$ cat src/rtl/johnson_pkg.sv
// Shared helpers for the Johnson (twisted-ring) counter.
//   jc_valid : 1 when a code of the given width is a legal Johnson state
//   jc_next  : one step forward (dir=0) or reverse (dir=1)
//   JC_ZERO  : the all-zeros state
// Codes are carried in a 32-bit container (the maximum ring length). The
// live width is passed in, and bits above that width are ignored or cleared.
package johnson_pkg;

  localparam int JC_MAX_W = 32;
  localparam logic [JC_MAX_W-1:0] JC_ZERO = '0;

  // A legal code is either ones packed from the MSB or ones packed from the
  // LSB. In both shapes the bit string changes value at most once.
  function automatic logic jc_valid(input logic [JC_MAX_W-1:0] code, input int w);
    int edges;
    edges = 0;
    for (int i = 0; i < JC_MAX_W - 1; i++)
      if (i < w - 1 && code[i] != code[i+1]) edges++;
    return (edges <= 1);
  endfunction

  // Forward: {~c[0], c[w-1:1]}. Reverse: {c[w-2:0], ~c[w-1]}.
  function automatic logic [JC_MAX_W-1:0] jc_next(input logic [JC_MAX_W-1:0] code,
                                                  input logic dir, input int w);
    logic [JC_MAX_W-1:0] mask;
    logic [JC_MAX_W-1:0] nxt;
    mask = (w >= JC_MAX_W) ? '1 : ((32'd1 << w) - 32'd1);
    if (!dir) nxt = (code >> 1) | ({31'd0, ~code[0]} << (w - 1));
    else      nxt = (code << 1) | {31'd0, ~code[w-1]};
    return nxt & mask;
  endfunction

endpackage

$ cat src/rtl/jc_decode.sv
// Combinational Johnson-code decoder.
//   code  : WIDTH-bit code under test
//   valid : code is one of the 2*WIDTH legal states
//   phase : binary index of code in the sequence (0 for an illegal code)
module jc_decode
  import johnson_pkg::*;
#(
  parameter  int WIDTH = 4,
  localparam int PH_W  = $clog2(2 * WIDTH)
) (
  input  logic [WIDTH-1:0] code,
  output logic             valid,
  output logic [PH_W-1:0]  phase
);

  int ones;

  always_comb begin
    valid = jc_valid(32'(code), WIDTH);
    ones  = $countones(code);
    phase = '0;
    // An MSB-packed code sits at index k = popcount. An LSB-packed code with
    // j ones sits at 2*WIDTH - j. A zero code and an illegal code both read 0.
    if (valid && code != '0) begin
      if (code[WIDTH-1]) phase = PH_W'(ones);
      else               phase = PH_W'(2 * WIDTH - ones);
    end
  end

endmodule

$ cat src/rtl/johnson_counter_param.sv
// Parametrised Johnson counter with up/down stepping, clear and load.
// Illegal codes are corrected to all-zeros, and the correction raises err.
//   clk, n_rst     : clock, asynchronous active-low reset
//   en, dir        : step enable, direction (0 forward, 1 reverse)
//   clr, load      : synchronous clear / parallel load (clr > load > en)
//   load_val       : value to load; an illegal value loads zero and flags err
//   cnt, phase     : registered state, combinational phase index
//   wrap, err      : registered one-cycle pulses
module johnson_counter_param
  import johnson_pkg::*;
#(
  parameter  int WIDTH = 4,
  localparam int PH_W  = $clog2(2 * WIDTH)
) (
  input  logic             clk,
  input  logic             n_rst,
  input  logic             en,
  input  logic             dir,
  input  logic             clr,
  input  logic             load,
  input  logic [WIDTH-1:0] load_val,
  output logic [WIDTH-1:0] cnt,
  output logic [PH_W-1:0]  phase,
  output logic             wrap,
  output logic             err
);

  logic [WIDTH-1:0] cnt_q, cnt_d, cnt_step;
  logic             wrap_q, wrap_d, err_q, err_d;
  logic             cnt_valid, ld_valid;
  logic [PH_W-1:0]  ld_phase_unused;

  jc_decode #(.WIDTH(WIDTH)) u_cnt_dec (.code(cnt_q),    .valid(cnt_valid), .phase(phase));
  jc_decode #(.WIDTH(WIDTH)) u_ld_dec  (.code(load_val), .valid(ld_valid),  .phase(ld_phase_unused));

  assign cnt_step = WIDTH'(jc_next(32'(cnt_q), dir, WIDTH));

  always_comb begin
    cnt_d  = cnt_q;
    wrap_d = 1'b0;
    err_d  = 1'b0;
    if (clr) begin
      cnt_d = '0;
    end else if (load) begin
      if (ld_valid) cnt_d = load_val;
      else begin
        cnt_d = '0;
        err_d = 1'b1;
      end
    end else if (en) begin
      if (cnt_valid) begin
        cnt_d  = cnt_step;
        // Only a counting step from a nonzero legal state into zero is a
        // wrap. That is 0..01 forward or 10..0 reverse.
        wrap_d = (cnt_q != JC_ZERO[WIDTH-1:0]) && (cnt_step == '0);
      end else begin
        cnt_d = '0;
        err_d = 1'b1;
      end
    end
  end

  always_ff @(posedge clk or negedge n_rst) begin
    if (!n_rst) begin
      cnt_q  <= '0;
      wrap_q <= 1'b0;
      err_q  <= 1'b0;
    end else begin
      cnt_q  <= cnt_d;
      wrap_q <= wrap_d;
      err_q  <= err_d;
    end
  end

  assign cnt  = cnt_q;
  assign wrap = wrap_q;
  assign err  = err_q;

endmodule

$ cat config.mk
export PLATFORM = sky130hd
export DESIGN_NAME = johnson_counter_param
export DESIGN_NICKNAME = d
export VERILOG_FILES = /design/src/rtl/johnson_pkg.sv /design/src/rtl/jc_decode.sv /design/src/rtl/johnson_counter_param.sv
export SDC_FILE = /design/constraint.sdc
export NUM_CORES = 1
export LEC_CHECK = 0
export CAP_MARGIN = 20
export CELL_PAD_IN_SITES_DETAIL_PLACEMENT = 1
export CELL_PAD_IN_SITES_GLOBAL_PLACEMENT = 2
export CORE_UTILIZATION = 22
export CTS_CLUSTER_DIAMETER = 100
export DETAILED_ROUTE_END_ITERATION = 8
export HOLD_SLACK_MARGIN = 0.06
export PLACE_DENSITY_LB_ADDON = 0.05
export SYNTH_ARGS = -nofsm -noshare
export SYNTH_HDL_FRONTEND = slang
export SYNTH_SLANG_ARGS = --single-unit
export TNS_END_PERCENT = 10
$ cat constraint.sdc
create_clock -name clk -period 2.1 [get_ports clk]
set_input_delay 0.21 -clock clk [delete_from_list [all_inputs] [get_ports clk]]
set_output_delay 0.21 -clock clk [all_outputs]
set_load 0.01 [all_outputs]
# Word-level counts from Yosys, hierarchy flattened
# Cells that the tools add are included.
dict set report classes {
  n_addsub 8
  n_lt_le_gt_ge 2
  eq_ne 6
  muxes 23
  bitwise_logic 4
  reduce_logical 5
}
# cell n
set ops {}
lappend ops {{32-bit by 2-bit adder with 32-bit output, second input constant} 4}
lappend ops {{32-bit two-way mux} 4}
lappend ops {{32-bit by 2-bit <= comparator with 1-bit output, second input constant} 2}
lappend ops {{4-bit two-way mux} 6}
lappend ops {{1-bit two-way mux} 11}
lappend ops {{3-bit two-way mux} 2}
lappend ops {{1-bit inequality test} 6}
lappend ops {{1-bit by 1-bit adder with 2-bit output} 2}
lappend ops {{4-bit zero test} 1}
lappend ops {{3-bit by 4-bit bitwise OR with 4-bit output} 1}
lappend ops {{4-bit by 1-bit bitwise OR with 4-bit output} 1}
lappend ops {{4-bit nonzero test} 1}
lappend ops {{3-bit adder} 1}
lappend ops {{3-bit nonzero test} 1}
lappend ops {{1-bit by 3-bit subtractor with 3-bit output, first input constant} 1}
lappend ops {{1-bit logical AND} 2}
lappend ops {{1-bit NOT} 2}
dict set report word_totals {
  ff_bits 6
  in_bits 10
  elab_cells 51
}

# Longest topological paths before layout
dict set report depth {
  depth_word 11
  ltp_mapped 10
}

# Modules after synthesis
# A second synthesis with hierarchy kept.
dict set report unflattened {
  hier_cells 74
  hier_area_um2 691.9
}
# module n_inst cells_per_inst area_per_inst_um2 seq_area_each_um2
set modules_own_cells {}
lappend modules_own_cells {jc_decode 2 21 173.9 0.0}
lappend modules_own_cells {johnson_counter_param 1 32 344.1 150.1}

# Worst setup path after synthesis
# No wires, ideal clock.
dict set report synth_path {
  path_type {register to output}
  start {reg cnt_q[3], in the netlist cnt[3]}
  end {out phase[2]}
  arrival_ns 2.255
  required_ns 1.890
  setup_slack_ns -0.365
  stages_incl_launch_ff 11
  cell_sequence {dfrtp_1 > clkbuf_1 > inv_1 > ha_1 > ha_1 > fa_1 > inv_1 > ha_1 > nor2_1 > xnor2_1 > nor2_1}
}
dict set report synth_between {
  elab_chain_len 5
  elab_cells_between_ends 10
  classes_between {3 x add/sub; 1 x order compare; 1 x eq/ne; 3 x mux; 2 x reduce/logical}
}
# element line
set synth_lines {}
lappend synth_lines {{start, declared} johnson_counter_param.sv:28} ;# logic [WIDTH-1:0] cnt_q, cnt_d, cnt_step;
lappend synth_lines {{start signal, assigned} johnson_counter_param.sv:69} ;# cnt_q <= cnt_d;
lappend synth_lines {{1-bit inequality test / 1-bit by 1-bit adder with 2-bit output (equally long branches)} {johnson_pkg.sv:18, jc_decode.sv:20}}
lappend synth_lines {{32-bit two-way mux / 3-bit adder (equally long branches)} {johnson_pkg.sv:18, jc_decode.sv:20}}
lappend synth_lines {{32-bit by 2-bit <= comparator with 1-bit output / 1-bit by 3-bit subtractor with 3-bit output (equally long branches)} {johnson_pkg.sv:19, jc_decode.sv:26}}
lappend synth_lines {{1-bit logical AND / 3-bit two-way mux (equally long branches)} {jc_decode.sv:24, jc_decode.sv:25}}
lappend synth_lines {{3-bit two-way mux (*)} jc_decode.sv:24} ;# if (valid && code != '0) begin
lappend synth_lines {{end, declared} johnson_counter_param.sv:23} ;# output logic [PH_W-1:0] phase,
# Every way passes the cells marked *; elsewhere a longest branch is shown, timed or not.

# Worst setup path after layout
dict set report layout_path {
  start {reg cnt_q[1], in the netlist cnt[1]}
  end {out phase[1]}
}
dict set report layout_between {
  elab_chain_len 9
  elab_cells_between_ends 15
  classes_between {5 x add/sub; 1 x order compare; 2 x eq/ne; 5 x mux; 2 x reduce/logical}
}
# element line
set layout_lines {}
lappend layout_lines {{1-bit inequality test} johnson_pkg.sv:18} ;# if (i < w - 1 && code[i] != code[i+1]) edges++;
lappend layout_lines {{1-bit two-way mux} johnson_pkg.sv:18}
lappend layout_lines {{32-bit by 2-bit adder with 32-bit output} johnson_pkg.sv:18}
lappend layout_lines {{32-bit two-way mux} johnson_pkg.sv:18}
lappend layout_lines {{32-bit by 2-bit adder with 32-bit output} johnson_pkg.sv:18}
lappend layout_lines {{32-bit two-way mux} johnson_pkg.sv:18}
lappend layout_lines {{32-bit by 2-bit <= comparator with 1-bit output} johnson_pkg.sv:19} ;# return (edges <= 1);
lappend layout_lines {{1-bit logical AND} jc_decode.sv:24}
lappend layout_lines {{3-bit two-way mux (*)} jc_decode.sv:24}
# Marks and branches as above.

==> metrics <==
Clock transition at path regs 0.05 ns; synth unique cells 23; Seq cells post-synth 6; CTS Buf Count 3; met2 wire length 982 um; sw frac 37.98%; Core Box Area 2567 sq um; Clock power frac 19.8%; TritonCTS Sinks 6; antenna viol nets, final 0; Tightest Pin Transition 0.4780 ns; Worst Path Required 1.89 ns; final WL 1924 um; share of post-route cells with drive strength above 1 28.85%; Post-Layout Cell Count 134; highest metal used met3; Synth Warn # 0; vias in the first global route 609; Area growth syn-to-layout 55.58%; worst setup margin -0.3148 ns; Root Buffer Master clkbuf_4; Startpoint Class register; via/cell ratio 4.701; first-pass GRT wire length 3042 um; syn_nets 96; P_leak 0.4005 nW; hold crit path type in2async; Crit Path Max Fanout 2; largest vdd supply drop 0.0002167 V; Int Pwr 0.0003647 W; worst r2r dst cnt[2]; unrepaired setup endpoints after global routing true; Die Y-Extent 54.95 um; fin crit share 115.0%; WL met1 896 um; Final Power 0.0005879 W; Routed WL per cell 14.36 um; Seq pwr share 22.6%; Total Routing Usage GR 14.90%; Via Count 630; Syn Area/Cell 8.011 sq um; WS Path Type reg2out; IO buf count 18; clk buf depth 2; slew margin rel. 67.89%; DP HPWL 1584 um; largest cells by area after synthesis dfrtp_1 (24%), ha_1 (16%), nor2_1 (6.1%); power density cells 612.6 nW/um^2; sw power 0.0002233 W; DRC viols 0; Synth area leader dfrtp_1; worst skew pair latency 0.24 ns; combinational power share 57.6%; Gate Count Post-Synth 77; placed insts 129; antenna cells 0; # rows 18; post-synthesis cell area 616.8 sq um; initial antenna violation count 0; FF-to-FF setup slack 0.48 ns; Placer Congestion 0.7188; Max Clk Rate 414.1 MHz; Reg2Reg Depth 7; CP Data Arrival Time 2.20 ns; Clock Skews 0.0003252 ns; Max Slew Vio Count 0; # hold bufs at CTS 0; worst r2r src cnt[3]; run status finished with violations; MaxCap Viol Count 0; Nets 124; initial core utilization 24.03%; DIE WIDTH 54.95 um; register area share after synthesis 24.34%; CTS tree yes; share of the synthesized area in the top cell type 24.34%; failing checks setup timing; drt pass-1 iters 3; die area 3020 sq um; fin crit period 2.415 ns; Final setup viols 2; kind of end point of the critical path output port; top-level port count 19; Final Hold Violating Endpoints 0; largest net degree at the start of global routing 9; WL met3 46 um; htree depth 1; Congestion Overflow GR 0; Starting DRT DRC Count 9
-- synth_stat cells --
library cell  instances
a21oi_1               5
nand2_1               7
buf_2                 1
ha_1                  8
o21ai_1               4
mux2i_1               2
nor3_2                1
inv_1                 8
o21ai_0               3
fa_1                  1
a32oi_1               1
dfrtp_1               6
nor3_1                2
a21o_1                2
o211ai_1              2
nor4_1                1
xor2_1                1
nor2_1               10
and3_2                1
o2111ai_1             3
xnor2_1               4
a22o_1                2
clkbuf_1              2
-- cells by family (layout without fill, tap and decap cells) --
logic type | count (synthesis) | count (layout) | share of synthesized area (%)
compound gates | 22 | 22 | 23.12
xor+xnor | 5 | 5 | 7.099
fa+ha+maj | 9 | 9 | 19.47
buf+inv | 11 | 38 | 6.896
flops | 6 | 6 | 24.34
mux | 2 | 2 | 3.246
simple gates | 22 | 22 | 15.82
-- power by group through the flow --
| stage | combinational, W | sequential, W | clock (W) |
|---|---|---|---|
| after global routing | 0.000380 | 0.000134 | 0.000124 |
| after CTS | 0.000335 | 0.000133 | 0.000119 |
| after detailed placement | 0.000344 | 0.000134 | 0 |
| after global placement | 0.000329 | 0.000133 | 0 |
| final | 0.000339 | 0.000133 | 0.000116 |
| after floorplan | 0.000192 | 0.000145 | 0 |
-- per-stage QoR --
| step | instance area (sq um) | hold WS, ns | util [%] | setup TNS [ns] | setup WS (ns) |
|---|---|---|---|---|---|
| after detailed placement | 933.4 | 0.4837 | 36.35 | -1.122 | -0.5593 |
| final | 959.7 | 0.2309 | 37.38 | -0.6254 | -0.3148 |
| after global placement | 933.4 | 0.4726 | 36.35 | -1.052 | -0.5313 |
| after floorplan | 685.7 | -0.08559 | - | -0.3673 | -0.1921 |
| after CTS | 958.4 | 0.2305 | 37.33 | -0.6413 | -0.3218 |
| after global routing | 959.7 | 0.2428 | 37.38 | -0.8048 | -0.4069 |
-- repair_timing --
| action | 4_1_cts | 5_1_grt |
|---|---|---|
| pin swaps | 5 | 0 |
| resized for setup | 13 | 3 |
| setup endpoints to repair | 3 | 3 |
| setup buffers | 1 | 0 |
-- per-layer routing --
layer | GRT usage, % | vias up
li1 | - | 322
met1 | 17.66 | 296
met2 | 28.11 | 12
met3 | 0.8197 | 0
met4 | 5.000 | 0
met5 | 0 | -
-- layout by cell type (no fill, tap or decap), types with 3 or more instances in the layout --
cell / netlist / final
buf_4: 0 / 8
inv_1: 8 / 3
dfrtp_2: 0 / 3
o2111ai_1: 3 / 3
clkbuf_4: 0 / 3
ha_4: 0 / 4
nand2_1: 7 / 7
nor2_1: 10 / 9
inv_2: 0 / 4
o21ai_1: 4 / 4
a21oi_1: 5 / 5
clkdlybuf4s50_1: 0 / 15
o21ai_0: 3 / 3
xnor2_1: 4 / 4
dfrtp_1: 6 / 3
ha_1: 8 / 3
-- worst max-delay path: stages (launching register included) --
cell	delay (ns)
dfrtp_2	0.40
inv_2	0.08
ha_4	0.22
ha_4	0.16
fa_1	0.52
inv_2	0.06
ha_4	0.25
mux2i_1	0.06
nor2_1	0.09
buf_2	0.13
-- how the worst max path moves through the flow --
stage | slack, ns | start | to
global placement | -0.53 | cnt[0] | phase[2]
finish | -0.31 | cnt[1] | phase[1]
floorplan | -0.19 | cnt[3] | phase[2]
CTS | -0.32 | cnt[1] | phase[2]
detailed placement | -0.56 | cnt[0] | phase[2]
global route | -0.41 | cnt[1] | phase[1]
-- flip-flops by register name, summed over array words and instances, names as in the netlist --
name  cells
cnt       4
wrap      1
err       1
-- area by class of cell --
class	instances	area [sq um]
fill	313	1608
sequential	6	153.9
timing repair buffer	26	225.2
multi-input combinational	60	484.2
clock buffer	4	26.28
tap	30	37.54
inverter	8	32.53
Power figures use the tool's default switching activity.
